==> config.mk <==
export PLATFORM = sky130hd
export DESIGN_NAME = rv16_mem_arbiter_flat
export DESIGN_NICKNAME = d
export VERILOG_FILES = /design/src/rtl/rv16_mem_pkg.sv /design/src/rtl/rv16_mem_arbiter_if.sv /design/src/rtl/rv16_mem_arbiter_rr_arb2.sv /design/src/rtl/rv16_mem_arbiter.sv /design/src/flat_wrapper.sv
export SDC_FILE = /design/constraint.sdc
export NUM_CORES = 1
export LEC_CHECK = 0
export BUFFER_PORTS_ARGS = -buffer_cell sky130_fd_sc_hd__buf_2
export CORE_MARGIN = 3
export CORE_UTILIZATION = 38
export CTS_CLUSTER_SIZE = 16
export DETAILED_ROUTE_END_ITERATION = 16
export GPL_TIMING_DRIVEN = 0
export PLACE_DENSITY = 0.81
export SLEW_MARGIN = 20
export SYNTH_ARGS = -nofsm -noshare
export SYNTH_HDL_FRONTEND = slang
export SYNTH_HIERARCHICAL = 1
export SYNTH_SLANG_ARGS = --single-unit
==> constraint.sdc <==
create_clock -name clk -period 2.4 [get_ports clk]
set_input_delay 0.12 -clock clk [delete_from_list [all_inputs] [get_ports clk]]
set_output_delay 0.12 -clock clk [all_outputs]
set_load 0.03 [all_outputs]
==> src/rtl/rv16_mem_pkg.sv <==
// rv16_mem_pkg: shared widths, FSM states and requester ids for the data RAM arbiter
package rv16_mem_pkg;
  localparam int ADDR_W = 10;
  localparam int DATA_W = 16;
  typedef enum logic {IDLE = 1'b0, RESP = 1'b1} state_e;
  localparam logic REQ_CORE = 1'b0;
  localparam logic REQ_DBG = 1'b1;
endpackage

==> src/rtl/rv16_mem_arbiter_if.sv <==
// rv16_mem_arbiter_if: req/ready access port between one requester and the arbiter
interface rv16_mem_arbiter_if;
  import rv16_mem_pkg::*;
  logic req;
  logic we;
  logic ready;
  logic [ADDR_W-1:0] addr;
  logic [DATA_W-1:0] wdata;
  logic [DATA_W-1:0] rdata;
  modport master(output req, we, addr, wdata, input rdata, ready);
  modport slave(input req, we, addr, wdata, output rdata, ready);
endinterface

==> src/rtl/rv16_mem_arbiter_rr_arb2.sv <==
// rr_arb2: combinational two-way round-robin picker favouring the side not served last
module rr_arb2 (
  input  logic [1:0] req_i,
  input  logic       last_i,
  output logic [1:0] gnt_o,
  output logic       id_o
);
  // a tie goes to the requester that did not win last time
  always_comb begin
    id_o = &req_i ? ~last_i : req_i[1];
    gnt_o = ~|req_i ? 2'b00 : (id_o ? 2'b10 : 2'b01);
  end
endmodule

==> src/rtl/rv16_mem_arbiter.sv <==
// rv16_mem_arbiter: shares the single-port data RAM between the core and debug ports
module rv16_mem_arbiter
  import rv16_mem_pkg::*;
(
  input  logic              clk,
  input  logic              rst,
  rv16_mem_arbiter_if.slave core_if,
  rv16_mem_arbiter_if.slave dbg_if,
  output logic              mem_en_o,
  output logic              mem_we_o,
  output logic [ADDR_W-1:0] mem_addr_o,
  output logic [DATA_W-1:0] mem_wdata_o,
  input  logic [DATA_W-1:0] mem_rdata_i,
  output logic [15:0]       busy_cnt_o
);
  state_e state_q, state_d;
  logic owner_q, owner_d, we_q, we_d, last_q, last_d;
  logic [15:0] busy_q, busy_d;
  logic [1:0] gnt;
  logic id, win, resp, waiting;
  rr_arb2 u_arb (
    .req_i ({dbg_if.req, core_if.req}),
    .last_i(last_q),
    .gnt_o (gnt),
    .id_o  (id)
  );
  // grant in IDLE drives the RAM directly; RESP returns data to the owner only
  always_comb begin
    win = state_q == IDLE && |gnt && !rst;
    resp = state_q == RESP && !rst;
    state_d = win ? RESP : IDLE;
    owner_d = win ? id : owner_q;
    last_d = win ? id : last_q;
    we_d = win ? (id ? dbg_if.we : core_if.we) : we_q;
    mem_en_o = win;
    mem_we_o = win && we_d;
    mem_addr_o = win ? (id ? dbg_if.addr : core_if.addr) : '0;
    mem_wdata_o = win ? (id ? dbg_if.wdata : core_if.wdata) : '0;
    core_if.ready = resp && owner_q == REQ_CORE;
    dbg_if.ready = resp && owner_q == REQ_DBG;
    core_if.rdata = resp && owner_q == REQ_CORE && !we_q ? mem_rdata_i : '0;
    dbg_if.rdata = resp && owner_q == REQ_DBG && !we_q ? mem_rdata_i : '0;
    waiting = state_q == IDLE ? core_if.req && dbg_if.req : (owner_q == REQ_CORE ? dbg_if.req : core_if.req);
    busy_d = waiting && busy_q != 16'hFFFF ? busy_q + 16'd1 : busy_q;
  end
  // state, ownership and wait counter registers
  always_ff @(posedge clk) begin
    if (rst) begin
      state_q <= IDLE;
      owner_q <= REQ_CORE;
      we_q <= 1'b0;
      last_q <= REQ_DBG;
      busy_q <= '0;
    end else begin
      state_q <= state_d;
      owner_q <= owner_d;
      we_q <= we_d;
      last_q <= last_d;
      busy_q <= busy_d;
    end
  end
  assign busy_cnt_o = busy_q;
endmodule

==> src/flat_wrapper.sv <==
// flat-port wrapper written by rule: the top's interface ports become plain ports
module rv16_mem_arbiter_flat import rv16_mem_pkg::*;
  (clk, rst, mem_en_o, mem_we_o, mem_addr_o, mem_wdata_o, mem_rdata_i, busy_cnt_o, core_if_req, core_if_we, core_if_addr, core_if_wdata, core_if_rdata, core_if_ready, dbg_if_req, dbg_if_we, dbg_if_addr, dbg_if_wdata, dbg_if_rdata, dbg_if_ready);
  rv16_mem_arbiter_if core_if_i ();
  rv16_mem_arbiter_if dbg_if_i ();
  input  logic clk;
  input  logic rst;
  output logic mem_en_o;
  output logic mem_we_o;
  output logic [ADDR_W-1:0] mem_addr_o;
  output logic [DATA_W-1:0] mem_wdata_o;
  input  logic [DATA_W-1:0] mem_rdata_i;
  output logic [15:0] busy_cnt_o;
  input wire logic [$bits(core_if_i.req)-1:0] core_if_req;
  input wire logic [$bits(core_if_i.we)-1:0] core_if_we;
  input wire logic [$bits(core_if_i.addr)-1:0] core_if_addr;
  input wire logic [$bits(core_if_i.wdata)-1:0] core_if_wdata;
  output wire logic [$bits(core_if_i.rdata)-1:0] core_if_rdata;
  output wire logic [$bits(core_if_i.ready)-1:0] core_if_ready;
  input wire logic [$bits(dbg_if_i.req)-1:0] dbg_if_req;
  input wire logic [$bits(dbg_if_i.we)-1:0] dbg_if_we;
  input wire logic [$bits(dbg_if_i.addr)-1:0] dbg_if_addr;
  input wire logic [$bits(dbg_if_i.wdata)-1:0] dbg_if_wdata;
  output wire logic [$bits(dbg_if_i.rdata)-1:0] dbg_if_rdata;
  output wire logic [$bits(dbg_if_i.ready)-1:0] dbg_if_ready;
  assign core_if_i.req = core_if_req;
  assign core_if_i.we = core_if_we;
  assign core_if_i.addr = core_if_addr;
  assign core_if_i.wdata = core_if_wdata;
  assign core_if_rdata = core_if_i.rdata;
  assign core_if_ready = core_if_i.ready;
  assign dbg_if_i.req = dbg_if_req;
  assign dbg_if_i.we = dbg_if_we;
  assign dbg_if_i.addr = dbg_if_addr;
  assign dbg_if_i.wdata = dbg_if_wdata;
  assign dbg_if_rdata = dbg_if_i.rdata;
  assign dbg_if_ready = dbg_if_i.ready;
  rv16_mem_arbiter u_core (.clk(clk), .rst(rst), .core_if(core_if_i), .dbg_if(dbg_if_i), .mem_en_o(mem_en_o), .mem_we_o(mem_we_o), .mem_addr_o(mem_addr_o), .mem_wdata_o(mem_wdata_o), .mem_rdata_i(mem_rdata_i), .busy_cnt_o(busy_cnt_o));
endmodule
==> results of run 1 <==
power by group through the flow:
| stage | registers, W | logic (W) | clock network, W |
|---|---|---|---|
| finish | 0.000348 | 0.000345 | 0.000254 |
| detailed placement | 0.000356 | 0.000347 | 0 |
| CTS | 0.000348 | 0.000347 | 0.000267 |
| global placement | 0.000355 | 0.000341 | 0 |
| floorplan | 0.000359 | 0.000211 | 0 |
| global route | 0.000350 | 0.000376 | 0.000274 |
metrics by stage:
step           cell area, um2  total power (W)  worst slack, ns
2_1_floorplan            1740         0.000571            0.245
3_3_place_gp             2560         0.000697            0.498
3_5_place_dp             2560         0.000702            0.468
4_1_cts                  2620         0.000963            0.265
5_1_grt                  2620          0.00100           0.0531
6_report                 2620         0.000947            0.228
routing by layer:
layer  GRT usage, %  wire, um  share of wire, %  up-vias
li1               -         -                 -     1100
met5              0         0                 0        -
met3           3.15       332               5.7       12
met1           22.6      2220                38      943
met4           6.44       110               1.9        0
met2           40.4      3190                55       85
critical path: cells and delay by family, from the launching register on:
kind / cells / cell delay (ns)
simple gates: 3 / 0.87
buf+inv: 2 / 0.52
flops: 1 / 0.40
synth_stat cells, types with 5 or more instances:
cell	count
mux2i_1	27
mux2_1	6
nand2_1	9
nor2b_1	11
nor2_1	38
dfxtp_1	20
buf_2	5
and2_1	34
clkbuf_1	8
nor4_1	6
a21oi_1	8
final timing paths:
kind                           to  slack [ns]  cells past startpoint
max              core_if_rdata[6]        0.23                      5
min                   u_core/we_q        0.30                      3
min reg2reg  u_core/busy_cnt_o[4]        0.51                      2
max reg2reg  u_core/busy_cnt_o[7]        0.47                      7
area by class of cell:
type	count	area [um2]	area share (%)
multi-input cells	185	1240	47.3
repair buffers	151	756	28.9
flip-flops and latches	20	400	15.3
plain buffers	16	88.8	3.40
well taps	50	62.6	2.39
clock buffers	4	55.1	2.11
inverters	4	15.0	0.574
kinds of logic after synthesis:
family / after synthesis / share of synthesized area (%)
and+or+nand+nor: 124 / 39.6
AOI/OAI and AO/OA: 23 / 8.76
adders and majority gates: 1 / 0.718
buffers and inverters: 20 / 5.96
DFF: 20 / 23.0
muxes: 37 / 22.0
flip-flops by register name, indices dropped and copies added, names as in the netlist:
signal	count
u_core/busy_cnt_o	16
u_core/state_q	1
u_core/owner_q	1
u_core/last_q	1
u_core/we_q	1
==> impl_results.md, run 1 <==
- Status: completed
- Post-synth top area cell: dfxtp_1
- Seq/Total Area, Yosys: 23.0%
- Pwr dens: 362 nW/um2
- Post-synthesis register bit count: 20
- Commonest non-fill, non-tap cell in the layout: buf_2
- Max Cap Violations: 0
- CTS tree: yes
- Ant. Diodes: 0
- VDD IR max: between 0.2 and 0.25 mV
- NumNets Final: approximately 460
- Final-layout fill cell count: 373
- Post-cts resize count: 0
- DRC viols: 0
- Layout cell share with drive strength beyond 1: roughly 45%
- Largest net degree at the start of global routing: 12
- Antenna violations before repair: 0
- Net Sw Frac: about a third
- RSZ-0062 raised after global routing: no
- Detailed Route WL: between 5000 and 6000 um
- R2r startpoint: u_core/busy_cnt_o[0]
- Lkg Pwr: approximately 1.4 nW
- Worst skew pair latency: 0.26 ns
- HP Class: in2reg
- CP max FO: 10
- Worst-margin pin slew: about 0.51 ns
- Clock network power share: 26.8%
- Max clock buf depth: 2
- Final Skew: a little under 0.002 ns
- Final Hold Violating Endpoints: 0
- Net switching power: about 0.00033 W
- WHS: about 0.30 ns
- Die ar.: approximately 5400 um2
- Hold path start: core_if_we
- Crit Path Class: reg2out
- Root Driver: clkbuf_8
- Ys flop type: dfxtp_1
- CP cell instances: nor3b_1, nor2b_1, clkbuf_1, and2_1, buf_2
- Starting DRT DRC Count: 141
- Startpoint types: register
- Clock buffer count from CTS: 3
- Min Tclk post-route: roughly 2.2 ns
- CP max stage cell: nor2b_1
- CP Launch Point: u_core/state_q
- DRT Pass-1 Iters: 6
- Via count: 2,140
- Int Pwr: approximately 0.00062 W
- Slew Limit Fails: 0
- Wire length of the first global-routing pass: roughly 9100 um
- Avg Inst Size Synth: roughly 7.7 um2
- Clock sink total: 20
- Crit end category: primary output
- Die width: 73.7 um
- Max Fclk: roughly 460 MHz
- Final ANT Viol Nets: 0
- Finished Core Util: 62.2%
- Setup TNS: 0 ns
- Hpwl dp: approximately 4900 um
- Routability congestion estimate: around 0.80
- Most frequent cells in the layout: buf_2 (156), nor2_1 (38), and2_1 (34), mux2i_1 (27), dfxtp_1 (20)
- Cells after synthesis: around 230
- Cell Count Post-Placement: ~430
- Period utilisation layout: about nine tenths
- Core Footprint: 4200 um2
- Area contributors post-synth: dfxtp_1 (23%), mux2i_1 (16%), and2_1 (12%)
- Die Ht: around 74 um
- Synth top area share: a little under a quarter
- Synth warn: 6
- IO Pins: 152
- Initial Util: around 41%
- Final Non-Filler Cells: 430
- CTS clock-pin slew for the worst setup and hold paths: ~0.070 ns
- Sequential share of power: between 30% and 40%
- Post-CTS setup buffer count: 0
- Area Growth Syn to Fin: 50.1%
- Hold Buf Count CTS: 0
- Synthesized cell area: approximately 1700 um2
- Distinct cells, synth: 36
- EDFF count, synth: 0
- Mapped Nets: 300
- Async set-reset flop share out of synthesis: 0%
- Post-DR wirelength/cell: 13.6 um
- Req. time, crit path: ~2.3 ns
- GRT Resource Usage Total: ~21%
- Vias in the first global route: approximately 2,100
- Slowest stage delay, CP: roughly 0.42 ns
- H-tree levels: 1
- Comb pwr share: ~36%
- Row count: 23
- Grt total ovfl: 0
- Rel. slew slack: about two thirds
- CP arrival: approximately 2.1 ns
- Setup violators final: 0
- Vias/cell: 4.98
- Port Buffers: 151
Power figures use the tool's default switching activity.
==> inputs of run 2 (changes only) <==
--- a/config.mk
+++ b/config.mk
@@ -7,11 +7,11 @@
 export LEC_CHECK = 0
 export BUFFER_PORTS_ARGS = -buffer_cell sky130_fd_sc_hd__buf_2
 export CORE_MARGIN = 3
-export CORE_UTILIZATION = 38
+export CORE_UTILIZATION = 35
 export CTS_CLUSTER_SIZE = 16
 export DETAILED_ROUTE_END_ITERATION = 16
 export GPL_TIMING_DRIVEN = 0
-export PLACE_DENSITY = 0.81
+export PLACE_DENSITY = 0.75
 export SLEW_MARGIN = 20
 export SYNTH_ARGS = -nofsm -noshare
 export SYNTH_HDL_FRONTEND = slang
==> run 2 against run 1 <==
Fmax increased by 6.9%. Critical path depth unchanged. Cell count increased by 4.0%. Clock-buffer cell count unchanged. Design area increased by 0.91%. Total power decreased by 0.13%. Register-to-register slack about the same. Combinational power about the same. Routed wire length decreased by 6.8%. Via count increased by 0.51%. Clock power about the same. Sequential cell count unchanged.
==> impl_results.md, run 2 (same netlist as run 1, synthesis figures left out) <==
- Int Pwr: 0.000618 W (about the same)
- CP cell instances: and3b_1, nor2b_1, clkbuf_1, and2_1, buf_2
- Antenna violations before repair: 0 (unchanged)
- Core Footprint: 4750 um2 (+13%)
- Period utilisation layout: 84.7% (-5.8 points)
- Max reg flops: 16 (unchanged)
- Slowest stage delay, CP: 0.41 ns (about the same)
- Setup TNS: 0 ns (unchanged)
- GRT Resource Usage Total: 18.2% (-2.5 points)
- Initial Util: 36.6% (-4.8 points)
- Startpoint types: register
- Worst skew pair latency: 0.25 ns (about the same)
- Crit end category: primary output
- CP max stage cell: dfxtp_1
- CTS tree: yes
- Max clock buf depth: 2 (unchanged)
- Crit Path Class: reg2out
- Layout cell share with drive strength beyond 1: 45.0% (+0.26 points)
- Die ar.: 5860 um2 (+7.9%)
- Largest net degree at the start of global routing: 12 (unchanged)
- Clock sink total: 20 (unchanged)
- VDD IR max: 0.199 mV (-2.1%)
- Worst-margin pin slew: 0.475 ns (-0.0344 ns)
- Grt total ovfl: 0 (unchanged)
- H-tree levels: 1 (unchanged)
- RSZ-0062 raised after global routing: no
- DRC viols: 0 (unchanged)
- IO Pins: 152 (unchanged)
- Comb pwr share: 36.2% (-0.2 points)
- HP Class: in2reg
- CP Launch Point: u_core/state_q
- Ant. Diodes: 0 (unchanged)
- Detailed Route WL: 5450 um (-6.8%)
- Pwr dens: 358 nW/um2 (-1.0%)
- Vias/cell: 4.81 (-3.3%)
- Lkg Pwr: 1.44 nW (about the same)
- Status: completed
- DRT Pass-1 Iters: 4 (-2)
- NumNets Final: 456 (unchanged)
- Root Driver: clkbuf_8
- Starting DRT DRC Count: 59 (-58%)
- CP arrival: 1.91 ns (-0.14 ns)
- Clock network power share: 27.0% (+0.2 points)
- Hpwl dp: 4490 um (-9.0%)
- Setup violators final: 0 (unchanged)
- Slew Limit Fails: 0 (unchanged)
- Most frequent cells in the layout: buf_2 (156), nor2_1 (38), and2_1 (34), mux2i_1 (27), dfxtp_1 (20)
- Commonest non-fill, non-tap cell in the layout: buf_2
- Clock buffer count from CTS: 3 (unchanged)
- Hold path start: dbg_if_we
- CTS clock-pin slew for the worst setup and hold paths: 0.07 ns (about the same)
- Final Skew: 0.00193 ns (-0.0000173 ns)
- Area Growth Syn to Fin: 51.5%
- Net Sw Frac: 34.7% (-0.091 points)
- Req. time, crit path: 2.28 ns (about the same)
- Final Hold Violating Endpoints: 0 (unchanged)
- Max Cap Violations: 0 (unchanged)
- Vias in the first global route: 2,019 (-1.8%)
- Die Ht: 76.5 um (+3.9%)
- Hold Buf Count CTS: 0 (unchanged)
- Die width: 76.5 um (+3.9%)
- Sequential share of power: 36.8% (about the same)
- Max Fclk: 492 MHz (+6.9%)
- Via count: 2,151 (+0.51%)
- R2r startpoint: u_core/busy_cnt_o[0]
- Wire length of the first global-routing pass: 9230 um (+0.99%)
- Row count: 25 (+8.7%)
- WHS: 0.287 ns (-0.0172 ns)
- Net switching power: 0.000328 W (-0.39%)
- Rel. slew slack: 68.4% (+2.3 points)
- Reg2Reg Setup Slack: 0.46 ns (about the same)
- Post-DR wirelength/cell: 12.2 um (-10%)
- Min Tclk post-route: 2.03 ns (-0.139 ns)
- Routability congestion estimate: 0.801 (+0.51%)
- Final ANT Viol Nets: 0 (unchanged)
- CP max FO: 10 (unchanged)
- Port Buffers: 151 (unchanged)
[run 2: changes by cell type in the layout (fill, tap and decap cells not counted)]
cell,previous run,this run
nor2b_1,11,10
nor2b_2,0,1
[run 2: path summary, 6_finish.rpt]
kind,to,cells past startpoint
max,dbg_if_rdata[5],5
min reg2reg,u_core/owner_q,2
min,u_core/we_q,3
max reg2reg,u_core/busy_cnt_o[15],6
[run 2: power by group through the flow]
stage | Sequential [W] | Clock [W] | Combinational (W)
6_report | 0.000348 | 0.000255 | 0.000342
5_1_grt | 0.000350 | 0.000287 | 0.000374
4_1_cts | 0.000348 | 0.000266 | 0.000344
3_5_place_dp | 0.000356 | 0 | 0.000343
3_3_place_gp | 0.000355 | 0 | 0.000337
2_1_floorplan | 0.000359 | 0 | 0.000211
[run 2: what timing repair did]
item / 4_1_cts / 5_1_grt
endpoints found under the setup margin: 0 / 1
resized for setup: 0 / 1
setup buffers: 0 / 0
[run 2: final cells by class]
cell class / instances / area, um2
Sequential cell: 20 / 400
Multi-Input combinational cell: 185 / 1240
Inverter: 4 / 15.0
Tap cell: 67 / 83.8
Timing Repair Buffer: 151 / 756
Clock buffer: 4 / 55.1
Fill cell: 473 / 2120
Buffer: 16 / 88.8
[run 2: layer usage]
metal  part of all wire (%)  vias to the layer above  track usage [%]  wire (um)
li1                       -                     1097                -          -
met1                     43                      959             23.1       2360
met2                     49                       89             31.5       2690
met3                    6.4                        6             2.96        351
met4                   0.95                        0             5.80         52
met5                      0                        -                0          0
[run 2: worst max-delay path, delay by kind of cell, from the launching register on]
family,cells,cell delay (ns)
buf+inv,2,0.53
flops,1,0.41
simple gates,3,0.72
[run 2: per-stage QoR]
step | area (um2) | power (W) | setup WS (ns) | std cells | utilization [%]
2_1_floorplan | 1740 | 0.000571 | 0.245 | 225 | -
3_3_place_gp | 2580 | 0.000693 | 0.479 | 443 | 54.3
3_5_place_dp | 2580 | 0.000699 | 0.489 | 443 | 54.3
4_1_cts | 2640 | 0.000958 | 0.287 | 447 | 55.4
5_1_grt | 2640 | 0.00101 | 0.0948 | 447 | 55.5
6_report | 2640 | 0.000946 | 0.368 | 447 | 55.5
